File: config.mk
export PLATFORM = sky130hd
export DESIGN_NAME = cp0_regfile_flat
export DESIGN_NICKNAME = d
export VERILOG_FILES = /design/src/rtl/cp0_regfile_if.sv /design/src/rtl/cp0_regfile.sv /design/src/flat_wrapper.sv
export SDC_FILE = /design/constraint.sdc
export NUM_CORES = 1
export LEC_CHECK = 0
export BUFFER_PORTS_ARGS = -buffer_cell sky130_fd_sc_hd__buf_2
export CORE_AREA = 2 2 122 124
export CTS_CLUSTER_DIAMETER = 100
export DETAILED_ROUTE_END_ITERATION = 10
export DIE_AREA = 0 0 124 126
export PLACE_DENSITY_LB_ADDON = 0.25
export SETUP_SLACK_MARGIN = 0.5
export SLEW_MARGIN = 20
export SYNTH_ARGS = -nofsm -noshare
export SYNTH_HDL_FRONTEND = slang
export SYNTH_SLANG_ARGS = --single-unit
File: constraint.sdc
create_clock -name clk -period 5.6 [get_ports clk]
set_clock_uncertainty 0.15 [all_clocks]
set_input_delay 0 -clock clk [delete_from_list [all_inputs] [get_ports clk]]
set_output_delay 0 -clock clk [all_outputs]
set_load 0.005 [all_outputs]
File: src/rtl/cp0_regfile_if.sv
// CP0 register file bus: exception write-back inputs, MTC0/MFC0 access and
// the registered CP0 state returned to the exception logic.
interface cp0_regfile_if;
   logic [31:0] exc_we;
   logic        exception_occur;
   logic        eret;
   logic [31:0] new_EPC;
   logic [31:0] new_BadVAddr;
   logic [4:0]  new_ExcCode;
   logic        new_BD;
   logic [5:0]  hw_int;
   logic        mtc0_we;
   logic [4:0]  mtc0_addr;
   logic [31:0] mtc0_wdata;
   logic [4:0]  mfc0_addr;
   logic [31:0] mfc0_rdata;
   logic [31:0] Status;
   logic [31:0] Cause;
   logic [31:0] EPC;
   logic [31:0] BadVAddr;
   logic        timer_int;

   modport master (
      output exc_we, exception_occur, eret, new_EPC, new_BadVAddr, new_ExcCode,
             new_BD, hw_int, mtc0_we, mtc0_addr, mtc0_wdata, mfc0_addr,
      input  mfc0_rdata, Status, Cause, EPC, BadVAddr, timer_int
   );

   modport slave (
      input  exc_we, exception_occur, eret, new_EPC, new_BadVAddr, new_ExcCode,
             new_BD, hw_int, mtc0_we, mtc0_addr, mtc0_wdata, mfc0_addr,
      output mfc0_rdata, Status, Cause, EPC, BadVAddr, timer_int
   );
endinterface

File: src/rtl/cp0_regfile.sv
// CP0 register file: EPC/BadVAddr/Cause/Status plus MTC0/MFC0 access.
// Define CP0_TIMER_EN to build the Count/Compare timer (Cause.TI on HW line 5).
module cp0_regfile #(
   parameter logic [31:0] STATUS_RST = 32'h0040_0000,
   parameter int          COUNT_DIV  = 2
) (
   input logic          clk,
   input logic          rst,
   cp0_regfile_if.slave bus
);
   localparam logic [31:0] STATUS_WMASK = 32'h0000_FF03;

   logic [31:0] status_q, cause_q, epc_q, badvaddr_q;
   logic        mtc0_en, ti;

   // A flushed (excepting) instruction must not commit its MTC0.
   assign mtc0_en = bus.mtc0_we & ~bus.exception_occur;

`ifdef CP0_TIMER_EN
   localparam int DIV_W = (COUNT_DIV > 1) ? $clog2(COUNT_DIV) : 1;

   logic [DIV_W-1:0] div_q;
   logic [31:0]      count_q, compare_q;
   logic             count_wr, compare_wr;

   assign count_wr   = mtc0_en && (bus.mtc0_addr == 5'd9);
   assign compare_wr = mtc0_en && (bus.mtc0_addr == 5'd11);
   assign ti         = cause_q[30];

   always_ff @(posedge clk or posedge rst) begin
      if (rst) begin
         div_q     <= '0;
         count_q   <= '0;
         compare_q <= '0;
      end else begin
         if (count_wr) begin
            count_q <= bus.mtc0_wdata;
            div_q   <= '0;
         end else if (div_q == DIV_W'(COUNT_DIV - 1)) begin
            div_q   <= '0;
            count_q <= count_q + 32'd1;
         end else begin
            div_q <= div_q + 1'b1;
         end
         if (compare_wr) compare_q <= bus.mtc0_wdata;
      end
   end
`else
   logic unused_div;
   assign ti         = 1'b0;
   assign unused_div = ^32'(COUNT_DIV);
`endif

   always_ff @(posedge clk or posedge rst) begin
      if (rst) begin
         status_q   <= STATUS_RST;
         cause_q    <= '0;
         epc_q      <= '0;
         badvaddr_q <= '0;
      end else begin
         if (mtc0_en && bus.mtc0_addr == 5'd12)
            status_q <= (status_q & ~STATUS_WMASK) | (bus.mtc0_wdata & STATUS_WMASK);
         // EXL update follows the MTC0 so eret overrides a same-cycle write.
         if (bus.exc_we[12]) begin
            if (bus.exception_occur) status_q[1] <= 1'b1;
            else if (bus.eret)       status_q[1] <= 1'b0;
         end

         if (mtc0_en && bus.mtc0_addr == 5'd13) cause_q[9:8] <= bus.mtc0_wdata[9:8];
         if (bus.exc_we[13] && bus.exception_occur) begin
            cause_q[31]  <= bus.new_BD;
            cause_q[6:2] <= bus.new_ExcCode;
         end
         cause_q[15:10] <= {bus.hw_int[5] | ti, bus.hw_int[4:0]};
`ifdef CP0_TIMER_EN
         // Compare write acknowledges the interrupt and beats a same-cycle match.
         if (compare_wr)                  cause_q[30] <= 1'b0;
         else if (count_q == compare_q)   cause_q[30] <= 1'b1;
`endif

         if (mtc0_en && bus.mtc0_addr == 5'd14) epc_q <= bus.mtc0_wdata;
         if (bus.exc_we[14])                    epc_q <= bus.new_EPC;

         if (bus.exc_we[8]) badvaddr_q <= bus.new_BadVAddr;
      end
   end

   always_comb begin
      bus.mfc0_rdata = '0;
      case (bus.mfc0_addr)
         5'd8:  bus.mfc0_rdata = badvaddr_q;
`ifdef CP0_TIMER_EN
         5'd9:  bus.mfc0_rdata = count_q;
         5'd11: bus.mfc0_rdata = compare_q;
`endif
         5'd12: bus.mfc0_rdata = status_q;
         5'd13: bus.mfc0_rdata = cause_q;
         5'd14: bus.mfc0_rdata = epc_q;
         default: bus.mfc0_rdata = '0;
      endcase
   end

   assign bus.Status    = status_q;
   assign bus.Cause     = cause_q;
   assign bus.EPC       = epc_q;
   assign bus.BadVAddr  = badvaddr_q;
   assign bus.timer_int = cause_q[30];

   logic unused_ok;
   assign unused_ok = &{1'b0, bus.exc_we[31:15], bus.exc_we[11:9], bus.exc_we[7:0]};
endmodule

File: src/flat_wrapper.sv
// flat-port wrapper written by rule: the top's interface ports become plain ports
module cp0_regfile_flat 
#(
   parameter logic [31:0] STATUS_RST = 32'h0040_0000,
   parameter int          COUNT_DIV  = 2
)
  (clk, rst, bus_exc_we, bus_exception_occur, bus_eret, bus_new_EPC, bus_new_BadVAddr, bus_new_ExcCode, bus_new_BD, bus_hw_int, bus_mtc0_we, bus_mtc0_addr, bus_mtc0_wdata, bus_mfc0_addr, bus_mfc0_rdata, bus_Status, bus_Cause, bus_EPC, bus_BadVAddr, bus_timer_int);
  cp0_regfile_if bus_i ();
  input logic clk;
  input logic rst;
  input wire logic [$bits(bus_i.exc_we)-1:0] bus_exc_we;
  input wire logic [$bits(bus_i.exception_occur)-1:0] bus_exception_occur;
  input wire logic [$bits(bus_i.eret)-1:0] bus_eret;
  input wire logic [$bits(bus_i.new_EPC)-1:0] bus_new_EPC;
  input wire logic [$bits(bus_i.new_BadVAddr)-1:0] bus_new_BadVAddr;
  input wire logic [$bits(bus_i.new_ExcCode)-1:0] bus_new_ExcCode;
  input wire logic [$bits(bus_i.new_BD)-1:0] bus_new_BD;
  input wire logic [$bits(bus_i.hw_int)-1:0] bus_hw_int;
  input wire logic [$bits(bus_i.mtc0_we)-1:0] bus_mtc0_we;
  input wire logic [$bits(bus_i.mtc0_addr)-1:0] bus_mtc0_addr;
  input wire logic [$bits(bus_i.mtc0_wdata)-1:0] bus_mtc0_wdata;
  input wire logic [$bits(bus_i.mfc0_addr)-1:0] bus_mfc0_addr;
  output wire logic [$bits(bus_i.mfc0_rdata)-1:0] bus_mfc0_rdata;
  output wire logic [$bits(bus_i.Status)-1:0] bus_Status;
  output wire logic [$bits(bus_i.Cause)-1:0] bus_Cause;
  output wire logic [$bits(bus_i.EPC)-1:0] bus_EPC;
  output wire logic [$bits(bus_i.BadVAddr)-1:0] bus_BadVAddr;
  output wire logic [$bits(bus_i.timer_int)-1:0] bus_timer_int;
  assign bus_i.exc_we = bus_exc_we;
  assign bus_i.exception_occur = bus_exception_occur;
  assign bus_i.eret = bus_eret;
  assign bus_i.new_EPC = bus_new_EPC;
  assign bus_i.new_BadVAddr = bus_new_BadVAddr;
  assign bus_i.new_ExcCode = bus_new_ExcCode;
  assign bus_i.new_BD = bus_new_BD;
  assign bus_i.hw_int = bus_hw_int;
  assign bus_i.mtc0_we = bus_mtc0_we;
  assign bus_i.mtc0_addr = bus_mtc0_addr;
  assign bus_i.mtc0_wdata = bus_mtc0_wdata;
  assign bus_i.mfc0_addr = bus_mfc0_addr;
  assign bus_mfc0_rdata = bus_i.mfc0_rdata;
  assign bus_Status = bus_i.Status;
  assign bus_Cause = bus_i.Cause;
  assign bus_EPC = bus_i.EPC;
  assign bus_BadVAddr = bus_i.BadVAddr;
  assign bus_timer_int = bus_i.timer_int;
  cp0_regfile #(.STATUS_RST(STATUS_RST), .COUNT_DIV(COUNT_DIV)) u_core (.clk(clk), .rst(rst), .bus(bus_i));
endmodule
; After elaboration in Yosys (flattened, before gate mapping)
; Cells that the tools add are included.
[op_classes]
muxes = 7
bitwise_logic = 3
n_reduce_logical = 5
n_eq_ne = 7
[ops]
columns = op, count
row1 = $pmux 32 s4, 1
row2 = $mux 32, 2
row3 = $eq 5x4->1 const B, 7
row4 = $or 32x16->32, 1
row5 = $logic_and 1x1->1, 4
row6 = $mux 1, 3
row7 = $mux 2, 1
row8 = $reduce_bool 2->1, 1
row9 = $and 1x1->1, 1
row10 = $not 1->1, 1
[word_totals]
register_bits = 110
out_inout_bits = 161
in_bits = 155
word_cells = 30

; Depth between registers and ports, before layout
[depth]
word_depth = 7
ltp_mapped = 6
mapped_depth_nobuf = 3

; Least setup slack after synthesis
; OpenSTA, ideal clock, no wires.
[synth_path]
path_type = input port to flip-flop
startpoint = in bus_exception_occur
endpoint = reg u_core.status_q[1], in the netlist u_core.bus.Status[1]
setup_slack_ns = 4.358
required_ns = 5.324
n_path_buf = 1
cell_stages = 4
setup_ns = 0.126
t_arrival_ns = 0.966
cell_sequence = and3b_1 -> clkbuf_1 -> nand2_1 -> a221o_1
[synth_via]
elab_chain_cells = 7
[synth_rtl]
columns = item, line_no
row1 = "start, declared", flat_wrapper.sv:12  ; input wire logic [$bits(bus_i.exception_occur)-1:0] bus_exception_occur;
row2 = $not 1->1, cp0_regfile.sv:17  ; assign mtc0_en = bus.mtc0_we & ~bus.exception_occur;
row3 = $and 1x1->1, cp0_regfile.sv:17
row4 = $logic_and 1x1->1, cp0_regfile.sv:61  ; if (mtc0_en && bus.mtc0_addr == 5'd12)
row5 = $mux 2, cp0_regfile.sv:61
row6 = $mux 1, cp0_regfile.sv:66  ; else if (bus.eret) status_q[1] <= 1'b0;
row7 = $mux 1, cp0_regfile.sv:65  ; if (bus.exception_occur) status_q[1] <= 1'b1;
row8 = $mux 1 (*), cp0_regfile.sv:64  ; if (bus.exc_we[12]) begin
row9 = "end signal, assigned", cp0_regfile.sv:62  ; status_q <= (status_q & ~STATUS_WMASK) | (bus.mtc0_wdata & STATUS_WMASK);
row10 = "end, declared", cp0_regfile.sv:13  ; logic [31:0] status_q, cause_q, epc_q, badvaddr_q;
; Every way passes the cells marked *; elsewhere a longest branch is shown, timed or not.
; A chain may end at the register's enable or synchronous reset.

; Worst setup path after layout
[layout_path]
startpoint = in bus_exception_occur
endpoint = reg u_core.epc_q[19], in the netlist u_core.bus.EPC[19]
[layout_via]
elab_chain_cells = 4
[layout_rtl]
columns = item, line_no
row1 = $not 1->1, cp0_regfile.sv:17
row2 = $and 1x1->1, cp0_regfile.sv:17
row3 = $logic_and 1x1->1, cp0_regfile.sv:81  ; if (mtc0_en && bus.mtc0_addr == 5'd14) epc_q <= bus.mtc0_wdata;
row4 = $reduce_bool 2->1 (no line), n/a
row5 = "end signal, assigned", cp0_regfile.sv:81
row6 = "end signal, assigned", cp0_regfile.sv:82  ; if (bus.exc_we[14]) epc_q <= bus.new_EPC;
row7 = "end, declared", cp0_regfile.sv:13
; Every way passes these cells.

==> results.py <==
metrics = {
    "sta": {
        "rsz0062_at_grt": "false",
        "setup_viol": 0,
        "tns_ns": 0,
        "hold_violations": 0,
        "finalCriticalPeriod_ns": 2.57,
        "timing.final.crit_share": 0.459,
        "timing.fmax_mhz": 389,
        "worst_pin_slew_ns": 0.898,
        "slew_viol_final": 0,
        "slew_headroom": 0.399,
    },
    "placed_design": {
        "place.gp.congestion": 0.787,
        "post-dp-hpwl_mm": 10.7,
        "placed_cell_area_um2": 5870,
        "dp_cells": 835,
        "io_buffers": 246,
    },
    "clock_tree": {
        "clock_sinks": 88,
        "cts_made_buffers": 9,
        "postCtsSetupRepairBufs": 0,
        "post_cts_resized": 0,
        "worst_skew_pair.late_latency_ns": 0.34,
        "cts_tree": "built",
        "h-tree-depth": 3,
        "root_buffer": "clkbuf_16",
        "cts.reportedPaths.clkPinSlew_ns": 0.07,
        "clk_path_buf_depth": 2,
    },
    "global_route": {
        "grt_pass1_vias": 4934,
        "grt_antenna_before_repair": 0,
        "grt_usage": 0.206,
        "grt_pass1_wl_mm": 24.8,
        "grt_max_degree": 97,
        "overflow": 0,
    },
    "drt": {
        "wl_per_cell_um": 16.9,
        "viasPerCell": 4.97,
        "vias": 4811,
        "route.detailed.drc": 0,
        "drt_first_iter_violations": 205,
        "drtAntennaViolNets": 0,
        "first_pass_iters": 4,
        "drt_wl_total_mm": 16.4,
    },
    "die": {
        "dieHeight_um": 126,
        "die-area_um2": 15600,
        "start_util": 0.329,
        "die_width_um": 124,
        "std_cell_rows": 44,
        "design.core.area_um2": 14300,
        "io_pins": 316,
    },
    "yosys": {
        "yosys_warnings": 18,
        "syn_inst": 440,
        "synthArstFlopShare": 1.00,
        "synth_top_area_cell": "dfrtp_1",
        "synth_common_cells": "88 x dfrtp_1, 49 x mux2_2, 42 x buf_4",
        "ys_seq_area_frac": 0.467,
        "synth_mux_area_frac": 0.117,
        "synthSimpleGateAreaFrac": 0.171,
        "synth_edf_count": 0,
        "synth.ff_latch_count": 88,
        "syn_avg_cell_area_um2": 10.7,
        "synth_compound_area_frac": 0.109,
        "synth_most_common_cell": "dfrtp_1",
        "netlist_area_um2": 4710,
        "synth_top_area_share": 0.467,
        "synth_xor_xnor_area_share": 0,
        "synthFlopType": "dfrtp_1",
        "yosysUniqueCellTypes": 32,
        "synth_top_family_by_area": "simple AND/OR/NAND/NOR gates",
        "synth-adder-area-share": 0,
        "synthTopCellsByArea": "dfrtp_1 47%, mux2_2 12%, buf_4 6.7%, nand4b_1 5.9%, o311ai_0 5.9%",
    },
    "critical_path": {
        "r2r_slack_ns": 3.95,
        "endpoint_kind": "flip-flop",
        "critPathLaunchType": "primary input",
        "crit_fanout": 36,
        "cp_data_arrival_time_ns": 2.65,
        "critPathMaxStageDelay_ns": 0.77,
        "crit_type": "in2reg",
        "cp.required_ns": 5.68,
        "crit_chain": "buf_2 > and3b_2 > and2_1 > buf_4 > o311ai_0 > dlygate4sd3_1",
        "worst_path_max_delay_cell": "and3b_2",
    },
    "final_layout": {
        "drive_above_1_share": 0.411,
        "nNetsFinal": 934,
        "nFillCells": 1260,
        "layout.cells.non_filler": 968,
        "post-route-cell-area_um2": 7350,
        "area_delta_synth_final_pct": 56.0,
        "diodes": 0,
    },
    "power_and_ir_drop": {
        "leakagePower_nw": 3.66,
        "ir_drop_uv": 161,
        "powerDensity_nw_per_um2": 235,
    },
    "status": {
        "status": "finished clean",
    },
    "min_path": {
        "hp-class": "in2async",
    },
    "run": {
        "cap_violations": 0,
    },
}
[per-stage QoR]
step           hold slack (ns)  worst slack (ns)  utilization  power [mW]
6_report                0.0390              3.03        0.514        1.73
5_1_grt                 0.0678              2.84        0.514        1.82
4_1_cts                 0.0394              2.99        0.513        1.74
3_5_place_dp            -0.131              3.01        0.410        1.03
3_3_place_gp            -0.137              3.04        0.410        1.03
2_1_floorplan           -0.119              3.17            -       0.898
[worst paths after layout]
check / startpoint / endpoint / depth (start not counted)
max: bus_exception_occur / u_core.bus.EPC[19]$_DFFE_PP0P_ / 6
min: rst / u_core.bus.BadVAddr[28]$_DFFE_PP0P_ / 3
max reg2reg: u_core.bus.Status[1]$_DFF_PP0_ / u_core.bus.Status[1]$_DFF_PP0_ / 3
max in group asynchronous: rst / u_core.bus.BadVAddr[22]$_DFFE_PP0P_ / 4
min in group clk: bus_exc_we[13] / u_core.bus.Cause[4]$_DFFE_PP0P_ / 3
min reg2reg: u_core.bus.Cause[4]$_DFFE_PP0P_ / u_core.bus.Cause[4]$_DFFE_PP0P_ / 1
[cell usage in the layout (no fill, tap or decap), drive strengths merged]
cell type    netlist  routed
clkinv             2       5
and4               1       1
buf               57     250
nor4bb             1       1
and4bb             1       1
a22o              15      15
o311ai            32      32
dlygate4sd3        0     117
bufinv             0       1
conb               2      41
dfrtp             88      88
and3               8       8
and4b              2       2
mux2              49      49
a221o              9       9
and2               4       4
nand4              8       8
clkbuf            21      10
and3b              1       1
a2111oi            1       1
inv               34      36
nor4b              2       2
nand2b             1       1
nand4b            32      32
a21oi              1       1
nand3             32      32
nand2             35      35
nor2b              1       1
[routing by layer]
metal / part of all wire / routed length, µm / GRT usage / vias up
met5: 0 / 0 / 0 / -
met4: 0.023 / 383 / 0.0753 / 0
met3: 0.077 / 1260 / 0.0598 / 25
met2: 0.49 / 7980 / 0.352 / 247
met1: 0.41 / 6770 / 0.244 / 2323
li1: - / - / - / 2216
[sequential cells by signal, summed over array words and instances (netlist names)]
register	cells
u_core.bus.Status	10
u_core.bus.EPC	32
u_core.bus.Cause	14
u_core.bus.BadVAddr	32
[where the power goes]
part / switching [mW] / total (mW) / internal, mW
Sequential: 0.0551 / 0.756 / 0.701
Combinational: 0.145 / 0.346 / 0.201
Clock: 0.264 / 0.624 / 0.360
Total: 0.464 / 1.73 / 1.26
[critical path, delay by kind of cell]
kind / cells / cell delay, ns
AOI/OAI and AO/OA: 1 / 0.14
buffers and inverters: 3 / 1.08
and+or+nand+nor: 2 / 1.41
[what timing repair did]
action / in CTS / in global routing
endpoints found under the hold margin: 117 / 0
endpoints found under the setup margin: 0 / 0
hold buffers: 117 / 0
[kinds of logic (layout without fill, tap and decap cells)]
kind of cell,Yosys count,after routing
buffers and inverters,114,419
and+or+nand+nor,129,129
AOI/OAI and AO/OA,58,58
DFF,88,88
muxes,49,49
other,2,41
[layout make-up]
type / count / area [µm²] / area share
clock buffers: 10 / 239 / 0.0325
clock inverters: 6 / 66.3 / 0.00902
inverters: 36 / 138 / 0.0187
multi-input cells: 277 / 2040 / 0.278
flip-flops and latches: 88 / 2200 / 0.300
well taps: 184 / 230 / 0.0313
repair buffers: 367 / 2430 / 0.331
Power figures use the tool's default switching activity.
